--- config.mk ---
export PLATFORM = sky130hd
export DESIGN_NAME = ps2_frame_receiver_flat
export DESIGN_NICKNAME = d
export VERILOG_FILES = /design/src/rtl/ps2_pkg.sv /design/src/rtl/ps2_frame_receiver_if.sv /design/src/rtl/ps2_sync_edge.sv /design/src/rtl/ps2_frame_receiver.sv /design/src/flat_wrapper.sv
export SDC_FILE = /design/constraint.sdc
export NUM_CORES = 1
export LEC_CHECK = 0
export CORE_ASPECT_RATIO = 1.2
export CORE_MARGIN = 5
export CORE_UTILIZATION = 40
export DETAILED_ROUTE_END_ITERATION = 8
export SYNTH_ARGS = -nofsm -noshare
export SYNTH_HDL_FRONTEND = slang
export SYNTH_SLANG_ARGS = --single-unit
--- constraint.sdc ---
create_clock -name clk -period 2.3 [get_ports clk]
set_input_delay 0.69 -clock clk [delete_from_list [all_inputs] [get_ports clk]]
set_output_delay 0.69 -clock clk [all_outputs]
set_load 0.02 [all_outputs]
--- src/rtl/ps2_pkg.sv ---
// rtl/ps2_pkg.sv - shared types and constants for the PS/2 receive path
// Purpose: frame FSM state encoding, prefix byte values, frame length and the
//          per-player scan codes consumed by the downstream key decoder.
// Ports:   none (package)
package ps2_pkg;

    typedef enum logic [1:0] {
        IDLE   = 2'd0,
        DATA   = 2'd1,
        PARITY = 2'd2,
        STOP   = 2'd3
    } ps2_state_t;

    localparam logic [7:0] PS2_EXT_PREFIX = 8'hE0;
    localparam logic [7:0] PS2_BRK_PREFIX = 8'hF0;
    localparam int         PS2_FRAME_BITS = 11;

    // Player 1 on W/A/S/D, player 2 on the arrow cluster (E0-prefixed).
    localparam logic [7:0] KEY_P1_UP    = 8'h1D;
    localparam logic [7:0] KEY_P1_LEFT  = 8'h1C;
    localparam logic [7:0] KEY_P1_DOWN  = 8'h1B;
    localparam logic [7:0] KEY_P1_RIGHT = 8'h23;
    localparam logic [7:0] KEY_P2_UP    = 8'h75;
    localparam logic [7:0] KEY_P2_LEFT  = 8'h6B;
    localparam logic [7:0] KEY_P2_DOWN  = 8'h72;
    localparam logic [7:0] KEY_P2_RIGHT = 8'h74;

endpackage

--- src/rtl/ps2_frame_receiver_if.sv ---
// rtl/ps2_frame_receiver_if.sv - pin and event bundle of the PS/2 frame receiver
// Purpose: groups the raw PS/2 pins and the byte/key event outputs.
// Ports:   ps2_clk, ps2_dat          raw pins toward the receiver
//          byte_valid, byte_data     validated byte event
//          frame_err                 bad frame / timeout pulse
//          key_valid, key_code,
//          key_ext, key_break        folded key event
// Modports: slave  = receiver side, master = pin driver / event consumer
interface ps2_frame_receiver_if;
    logic       ps2_clk;
    logic       ps2_dat;
    logic       byte_valid;
    logic [7:0] byte_data;
    logic       frame_err;
    logic       key_valid;
    logic [7:0] key_code;
    logic       key_ext;
    logic       key_break;

    modport slave (
        input  ps2_clk, ps2_dat,
        output byte_valid, byte_data, frame_err,
        output key_valid, key_code, key_ext, key_break
    );

    modport master (
        output ps2_clk, ps2_dat,
        input  byte_valid, byte_data, frame_err,
        input  key_valid, key_code, key_ext, key_break
    );
endinterface

--- src/rtl/ps2_sync_edge.sv ---
// rtl/ps2_sync_edge.sv - pin synchroniser and PS2_CLK falling-edge strobe
// Purpose: two-flop synchronises both pins, detects PS2_CLK falling edges and
//          presents the data sample aligned with a one-cycle fall strobe.
// Ports:   clk, reset (sync, active-high)
//          i_ps2_clk, i_ps2_dat  raw asynchronous pins
//          o_dat                 synchronised data sampled with the edge
//          o_fall                one-cycle strobe per PS2_CLK falling edge
module ps2_sync_edge (
    input  logic clk,
    input  logic reset,
    input  logic i_ps2_clk,
    input  logic i_ps2_dat,
    output logic o_dat,
    output logic o_fall
);
    logic r_clk_s1, r_clk_s2, r_clk_prev;
    logic r_dat_s1, r_dat_s2;
    logic r_dat, r_fall;

    always_ff @(posedge clk) begin
        if (reset) begin
            // Idle bus is high; resetting to 1 keeps a spurious fall away.
            r_clk_s1   <= 1'b1;
            r_clk_s2   <= 1'b1;
            r_clk_prev <= 1'b1;
            r_dat_s1   <= 1'b1;
            r_dat_s2   <= 1'b1;
            r_dat      <= 1'b1;
            r_fall     <= 1'b0;
        end else begin
            r_clk_s1   <= i_ps2_clk;
            r_clk_s2   <= r_clk_s1;
            r_clk_prev <= r_clk_s2;
            r_dat_s1   <= i_ps2_dat;
            r_dat_s2   <= r_dat_s1;
            // Strobe and its data sample are registered together so they
            // stay aligned for the frame FSM.
            r_fall     <= r_clk_prev & ~r_clk_s2;
            r_dat      <= r_dat_s2;
        end
    end

    assign o_dat  = r_dat;
    assign o_fall = r_fall;
endmodule

--- src/rtl/ps2_frame_receiver.sv ---
// rtl/ps2_frame_receiver.sv - PS/2 device-to-host frame receiver with prefix folding
// Purpose: deserialises 11-bit PS/2 frames in the clk domain, emits validated
//          bytes and folds E0/F0 prefixes into one key event per keystroke.
//          Optional macro PS2_TIMEOUT_EN adds a mid-frame inactivity abort.
// Ports:   clk, reset (sync, active-high)
//          bus (ps2_frame_receiver_if.slave): pins in, byte/key events out
module ps2_frame_receiver
    import ps2_pkg::*;
#(
    parameter int TIMEOUT_CYCLES = 50000,
    parameter int CNT_W          = 16
) (
    input  logic                        clk,
    input  logic                        reset,
    ps2_frame_receiver_if.slave         bus
);
    logic       w_dat, w_fall;
    ps2_state_t r_state, w_next;
    logic [7:0] r_shreg;
    logic [2:0] r_bit_cnt;
    logic       r_parity;
    logic       r_ext, r_brk;
    logic       r_byte_valid, r_frame_err, r_key_valid;
    logic [7:0] r_byte_data, r_key_code;
    logic       r_key_ext, r_key_break;
    logic       w_timeout, w_stop_fall, w_frame_ok, w_accept, w_err, w_key;
    logic       w_is_ext, w_is_brk;

    ps2_sync_edge u_sync (
        .clk      (clk),
        .reset    (reset),
        .i_ps2_clk(bus.ps2_clk),
        .i_ps2_dat(bus.ps2_dat),
        .o_dat    (w_dat),
        .o_fall   (w_fall)
    );

`ifdef PS2_TIMEOUT_EN
    logic [CNT_W-1:0] r_cnt;

    always_ff @(posedge clk) begin
        if (reset || r_state == IDLE || w_fall || w_timeout)
            r_cnt <= '0;
        else
            r_cnt <= r_cnt + CNT_W'(1);
    end

    // A real edge in the same cycle wins over the abort.
    assign w_timeout = (r_state != IDLE) && !w_fall &&
                       (r_cnt == CNT_W'(TIMEOUT_CYCLES - 1));
`else
    logic w_unused_cfg;
    assign w_unused_cfg = ^{TIMEOUT_CYCLES[0], CNT_W[0]};
    assign w_timeout    = 1'b0;
`endif

    always_ff @(posedge clk) begin
        if (reset) r_state <= IDLE;
        else       r_state <= w_next;
    end

    always_comb begin
        w_next = r_state;
        if (w_timeout) begin
            w_next = IDLE;
        end else if (w_fall) begin
            case (r_state)
                IDLE:    if (!w_dat) w_next = DATA;
                DATA:    if (r_bit_cnt == 3'd7) w_next = PARITY;
                PARITY:  w_next = STOP;
                STOP:    w_next = IDLE;
                default: w_next = IDLE;
            endcase
        end
    end

    always_comb begin
        w_stop_fall = w_fall && (r_state == STOP);
        // Odd parity: data bits plus parity bit must hold an odd count of ones.
        w_frame_ok  = w_dat && (^{r_shreg, r_parity});
        w_accept    = w_stop_fall && w_frame_ok;
        w_err       = (w_stop_fall && !w_frame_ok) || w_timeout;
        w_is_ext    = (r_shreg == PS2_EXT_PREFIX);
        w_is_brk    = (r_shreg == PS2_BRK_PREFIX);
        w_key       = w_accept && !w_is_ext && !w_is_brk;
    end

    always_ff @(posedge clk) begin
        if (reset) begin
            r_shreg      <= '0;
            r_bit_cnt    <= '0;
            r_parity     <= 1'b0;
            r_ext        <= 1'b0;
            r_brk        <= 1'b0;
            r_byte_valid <= 1'b0;
            r_byte_data  <= '0;
            r_frame_err  <= 1'b0;
            r_key_valid  <= 1'b0;
            r_key_code   <= '0;
            r_key_ext    <= 1'b0;
            r_key_break  <= 1'b0;
        end else begin
            r_byte_valid <= w_accept;
            r_frame_err  <= w_err;
            r_key_valid  <= w_key;

            if (w_fall && !w_timeout) begin
                case (r_state)
                    IDLE:    r_bit_cnt <= '0;
                    DATA: begin
                        r_shreg   <= {w_dat, r_shreg[7:1]};
                        r_bit_cnt <= r_bit_cnt + 3'd1;
                    end
                    PARITY:  r_parity <= w_dat;
                    default: ;
                endcase
            end

            if (w_accept) r_byte_data <= r_shreg;

            if (w_key) begin
                r_key_code  <= r_shreg;
                r_key_ext   <= r_ext;
                r_key_break <= r_brk;
                r_ext       <= 1'b0;
                r_brk       <= 1'b0;
            end else if (w_accept && w_is_ext) begin
                r_ext <= 1'b1;
            end else if (w_accept && w_is_brk) begin
                r_brk <= 1'b1;
            end else if (w_err) begin
                r_ext <= 1'b0;
                r_brk <= 1'b0;
            end
        end
    end

    assign bus.byte_valid = r_byte_valid;
    assign bus.byte_data  = r_byte_data;
    assign bus.frame_err  = r_frame_err;
    assign bus.key_valid  = r_key_valid;
    assign bus.key_code   = r_key_code;
    assign bus.key_ext    = r_key_ext;
    assign bus.key_break  = r_key_break;
endmodule

--- src/flat_wrapper.sv ---
// flat-port wrapper written by rule: the top's interface ports become plain ports
module ps2_frame_receiver_flat import ps2_pkg::*;
#(
    parameter int TIMEOUT_CYCLES = 50000,
    parameter int CNT_W          = 16
)
  (clk, reset, bus_ps2_clk, bus_ps2_dat, bus_byte_valid, bus_byte_data, bus_frame_err, bus_key_valid, bus_key_code, bus_key_ext, bus_key_break);
  ps2_frame_receiver_if bus_i ();
  input  logic clk;
  input  logic reset;
  input wire logic [$bits(bus_i.ps2_clk)-1:0] bus_ps2_clk;
  input wire logic [$bits(bus_i.ps2_dat)-1:0] bus_ps2_dat;
  output wire logic [$bits(bus_i.byte_valid)-1:0] bus_byte_valid;
  output wire logic [$bits(bus_i.byte_data)-1:0] bus_byte_data;
  output wire logic [$bits(bus_i.frame_err)-1:0] bus_frame_err;
  output wire logic [$bits(bus_i.key_valid)-1:0] bus_key_valid;
  output wire logic [$bits(bus_i.key_code)-1:0] bus_key_code;
  output wire logic [$bits(bus_i.key_ext)-1:0] bus_key_ext;
  output wire logic [$bits(bus_i.key_break)-1:0] bus_key_break;
  assign bus_i.ps2_clk = bus_ps2_clk;
  assign bus_i.ps2_dat = bus_ps2_dat;
  assign bus_byte_valid = bus_i.byte_valid;
  assign bus_byte_data = bus_i.byte_data;
  assign bus_frame_err = bus_i.frame_err;
  assign bus_key_valid = bus_i.key_valid;
  assign bus_key_code = bus_i.key_code;
  assign bus_key_ext = bus_i.key_ext;
  assign bus_key_break = bus_i.key_break;
  ps2_frame_receiver #(.TIMEOUT_CYCLES(TIMEOUT_CYCLES), .CNT_W(CNT_W)) u_core (.clk(clk), .reset(reset), .bus(bus_i));
endmodule
Word level (Yosys, flattened, before mapping). Cells that the tools add are included.

Add/sub/neg operators: 1. Equal/unequal tests: 9. Muxes and demuxes: 8. Bitwise operators: 3. Reduce and logical (&&, ||, !) cells: 23.

Operators by type and width (number): $eq 8x8->1 const B (2); $reduce_and 2->1 (5); $reduce_xor 9->1 (1); $logic_and 1x1->1 (8); $pmux 2 s4 (1); $pmux 3 s2 (1); $reduce_bool 2->1 (3); $eq 2x2->1 const B (2); $mux 1 (4); $mux 2 (2); $ne 2x1->1 const B (2); $add 3x1->3 const B (1); $eq 3x3->1 const B (1); $logic_not 1->1 (3); $reduce_and 3->1 (1); $eq 2x1->1 const B (1); $logic_not 2->1 (1); $ne 2x2->1 const B (1); $not 1->1 (2); $reduce_or 2->1 (1); $and 1x1->1 (1).

Register bits: 44. Input bits: 4. Output and inout bits: 21. Word-level logic and storage cells: 64.

Depth between registers and ports, before layout.
Depth in word-level cells: 7. Mapped depth: 6. Gate-level depth less buffers: 6.

Hierarchy. Synthesis repeated with hierarchy kept, for this count alone.

Cell total of the unflattened synthesis: 187. Area total of the unflattened synthesis: 1762.9 um2.

By module, submodules not included: ps2_frame_receiver (instances 1, cells each 173, area each 1577.8 um2, seq. area each 740.7 um2); ps2_sync_edge (instances 1, cells each 14, area each 185.2 um2, seq. area each 140.1 um2).

Worst setup path after synthesis. No wires, ideal clock.

Kind: reg2reg. Start: register u_core.r_shreg[2]. End: register u_core.r_byte_data[4], in the netlist u_core.bus.byte_data[4]. Arrival time: 1.595 ns. Path slack: 0.586 ns. Cell stages (with the launch flop): 6. Buffers on the path: 1. Period minus slack after synthesis: 1.714 ns. Cell sequence: dfxtp_1 -> xor2_1 -> xnor3_2 -> mux2_4 -> buf_6 -> mux2i_1.

Cells in the longest elaborated chain, start to end: 3.

Ends and longest elaborated chain: start, declared (line ps2_frame_receiver.sv:19) `logic [7:0] r_shreg;`; start signal, assigned (line ps2_frame_receiver.sv:111) `r_shreg <= {w_dat, r_shreg[7:1]};`; $reduce_xor 9->1 (line ps2_frame_receiver.sv:80) `w_frame_ok = w_dat && (^{r_shreg, r_parity});`; $logic_and 1x1->1 (line ps2_frame_receiver.sv:80); $logic_and 1x1->1 (line ps2_frame_receiver.sv:81) `w_accept = w_stop_fall && w_frame_ok;`; end signal, assigned (line ps2_frame_receiver.sv:119) `if (w_accept) r_byte_data <= r_shreg;`; end, declared (line ps2_frame_receiver.sv:24) `logic [7:0] r_byte_data, r_key_code;`.

Every way passes these cells. A chain may end at the register's enable or synchronous reset.

Final worst setup path.
Start: register u_core.r_shreg[7]. End: register u_core.r_key_code[4], in the netlist u_core.bus.key_code[4].

Cells in the longest elaborated chain, start to end: 5.

Ends and longest elaborated chain: $reduce_xor 9->1 (line ps2_frame_receiver.sv:80); $logic_and 1x1->1 (line ps2_frame_receiver.sv:80); $logic_and 1x1->1 (line ps2_frame_receiver.sv:81); $logic_and 1x1->1 (line ps2_frame_receiver.sv:85) `w_key = w_accept && !w_is_ext && !w_is_brk;`; $logic_and 1x1->1 (*) (line ps2_frame_receiver.sv:85); end signal, assigned (line ps2_frame_receiver.sv:122) `r_key_code <= r_shreg;`; end, declared (line ps2_frame_receiver.sv:24).

Mark *: on every way between the ends. The rest lies on a longest branch, timed or not.

==> impl_metrics.py <==
metrics = {
    "logic_synthesis": {
        "synth_xor_area_share_pct": 5.556,
        "yosys.area_share.simple_pct": 19.64,
        "synth_nets": 203,
        "yosys-top-cells-area": "dfxtp_1, mux2i_1, nand2b_1",
        "synth_edf_count": 0,
        "yosysSeqAreaShare_pct": 46.56,
        "avgSynthCellArea_sq_um": 9.802,
        "synth.area.mux_share_pct": 11.38,
        "synth_adder_area_share_pct": 3.968,
        "synth_top_family_by_area": "simple AND/OR/NAND/NOR gates",
        "yosysTopAreaCellShare_pct": 46.56,
        "synthCells": 193,
        "syn_area_sq_um": 1892,
        "yosys.area.top_type": "dfxtp_1",
        "synth_compound_area_share_pct": 8.929,
        "async_flop_share_pct": 0,
        "ys_seq_elements": 44,
        "ys_warn_count": 0,
        "ys_types": 33,
        "ys.flop_type": "dfxtp_1",
    },
    "worst_hold_path": {
        "hp-class": "flop to flop",
        "hold_end": "u_core.u_sync.r_clk_s2$_SDFF_PP1_",
        "whs_path_depth": 1,
        "hp-start": "u_core.u_sync.r_clk_s1$_SDFF_PP1_",
    },
    "status": {
        "status": "finished clean",
    },
    "route": {
        "avgRoutedWirePerCell_um": 13.36,
        "drtIter0Drc": 92,
        "drc": 0,
        "via_count": 1372,
        "wirelength_um": 3700,
        "vias_per_cell": 4.953,
        "firstDrtPassIters": 4,
        "ant_nets": 0,
    },
    "critical_path": {
        "path_depth": 4,
        "path_cells": "nor3b_1 > a211oi_1 > mux2i_1 > mux2i_1",
        "crit_top_cell": "mux2i_1",
        "crit_arrival_ns": 2.21,
        "worst-path-buf-inv": 0,
        "critical_path_class": "flop to flop",
        "crit_slowest_cell": "nor3b_1",
        "start_kind": "flop",
        "path_max_fanout": 6,
        "required_ns": 2.54,
        "worst_setup_path_end_kind": "flop",
        "cp_top_family": "multiplexers",
        "r2r-start": "u_core.r_shreg[7]$_SDFFE_PP0P_",
        "rrSetupSlack_ns": 0.33,
        "r2r_cells": 4,
        "r2r_end": "u_core.bus.key_code[4]$_SDFFE_PP0P_",
        "slowest_delay_ns": 0.55,
    },
    "timing": {
        "timing.hold.ws_ns": 0.4152,
        "setup_viol": 0,
        "max_slew_margin_pct": 59.78,
        "max_freq_mhz": 508.4,
        "fin_crit_ns": 1.967,
        "rsz0062_at_grt": "no",
        "period_share_pct": 85.52,
        "worst_slew_pin_slew_ns": 0.6019,
        "clock_skew_ns": 0.01412,
        "fin_setup_tns_ns": 0,
        "hold_viol_final": 0,
        "drv_slew": 0,
        "setup_ws_ns": 0.3331,
    },
    "placement": {
        "dpl_cell_area_sq_um": 2186,
        "place_ws_ns": 0.2760,
        "io_buffer_count": 24,
        "routabilityCongestion": 0.7915,
        "dpl.hpwl_um": 2770,
        "dpl.cell_count": 269,
    },
    "power_and_ir_drop": {
        "pwr_density_cell_nw_per_um2": 618.6,
        "ir_drop_mv": 0.3949,
        "power_leakage_nw": 0.8321,
        "power_mw": 1.427,
    },
    "clock_network": {
        "clkSinkCount": 44,
        "clk_pin_slew_worst_paths_ns": 0.09,
        "insertion_delay_ns": 0.30,
        "post-cts-setup-buffers": 0,
        "clockRootBuffer": "clkbuf_8",
        "cts_max_level": 2,
        "ctsResizeCount": 0,
        "cts_made_buffers": 5,
        "cts_buffer_depth": 2,
        "cts_tree": "built",
        "postCtsHoldBufs": 0,
    },
    "finish": {
        "stdcell_count": 277,
        "layout_commonest_cell": "dfxtp_1",
        "drive_gt1_share_pct": 10.05,
        "layout_common_cells": "dfxtp_1, nand2b_1, clkdlybuf4s50_1",
        "layout.nets": 228,
        "utilization_pct": 50.22,
        "area_growth_pct": 21.96,
        "antennaDiodeCount": 0,
        "final_area_sq_um": 2307,
    },
    "grt": {
        "grt_pass1_vias": 1444,
        "antenna_found_initial": 0,
        "grt_pass1_wl_um": 6506,
        "grt_max_degree": 38,
        "grtUsageTotal_pct": 13.25,
        "grt_overflow_total": 0,
    },
    "floorplan": {
        "io_pins": 25,
        "fp.dieArea_sq_um": 6211,
        "die_y_um": 85.34,
        "die_width_um": 72.78,
        "core-area_sq_um": 4594,
        "std_cell_rows": 27,
        "initial_core_util_pct": 41.18,
    },
    "job": {
        "max_cap_violations": 0,
    },
}
[cells in the mapped netlist (all sizes together) (2+ instances only)]
cell type and count:
clkbuf 8, xnor3 2, mux2i 17, dfxtp 44, o32ai 4, inv 9
a21oi 12, nand4 2, nand3 2, or2 6, mux2 3, xnor2 3
a211oi 4, nor2 12, a22oi 2, nand2 20, nand2b 25, ha 6
[layout make-up]
cell class                 count  area [sq um]
clock inverter                 2         38.79
tap                           58         72.57
multi-input combinational    131         935.9
clock buffer                   6         82.58
timing repair buffer          27         262.8
sequential                    44         880.8
fill                         449          2287
inverter                       9         33.78
[where the power goes]
part	total (mW)	internal, mW	switching [mW]	leakage (nW)
logic	0.0317	0.0165	0.0151	0.415
registers	0.768	0.766	0.00260	0.356
clock network	0.627	0.355	0.272	0.0614
total	1.43	1.14	0.290	0.832
[sequential cells by signal (all words and copies together) (netlist names)]
signal	cells
u_core.r_shreg	8
u_core.bus.byte_valid	1
u_core.r_brk	1
u_core.u_sync.r_clk_s2	1
u_core.r_ext	1
u_core.bus.key_break	1
u_core.u_sync.r_dat_s2	1
u_core.r_state	2
u_core.r_bit_cnt	3
u_core.u_sync.r_dat_s1	1
u_core.r_parity	1
u_core.bus.key_code	8
u_core.bus.key_ext	1
u_core.u_sync.o_fall	1
u_core.bus.key_valid	1
u_core.bus.byte_data	8
u_core.bus.frame_err	1
u_core.u_sync.o_dat	1
u_core.u_sync.r_clk_s1	1
u_core.u_sync.r_clk_prev	1
[logic make-up (layout without fill, tap and decap cells)]
kind of cell    count (synthesis)  in the layout
fa+ha+maj                       6              6
compound gates                 26             26
mux                            20             20
simple gates                   72             72
flops                          44             44
xor+xnor                        7              7
buf+inv                        18             44
[worst reg2reg max path: cells and delay by family (launching register included)]
family	cells	cell delay (ns)
AOI/OAI and AO/OA	1	0.20
DFF	1	0.47
muxes	2	0.69
and+or+nand+nor	1	0.55
[layer usage]
metal / vias up / global-route usage [%] / part of all wire [%]
met3: 8 / 4.265 / 4.8
li1: 699 / - / -
met5: - / 0 / 0
met1: 635 / 14.33 / 42
met2: 30 / 22.74 / 50
met4: 0 / 6.711 / 2.7
[worst max-delay path by stage]
stage / startpoint / endpoint / slack, ns
global route: u_core.r_shreg[7]$_SDFFE_PP0P_ / u_core.bus.key_code[4]$_SDFFE_PP0P_ / 0.15
global placement: reset / u_core.r_brk$_SDFFE_PP0P_ / 0.35
finish: u_core.r_shreg[7]$_SDFFE_PP0P_ / u_core.bus.key_code[4]$_SDFFE_PP0P_ / 0.33
floorplan: u_core.r_shreg[2]$_SDFFE_PP0P_ / u_core.bus.byte_data[4]$_SDFFE_PP0P_ / 0.59
CTS: u_core.r_shreg[1]$_SDFFE_PP0P_ / u_core.bus.byte_data[7]$_SDFFE_PP0P_ / 0.32
detailed placement: reset / u_core.r_ext$_SDFFE_PP0P_ / 0.28
(Power assumes the default switching activity.)
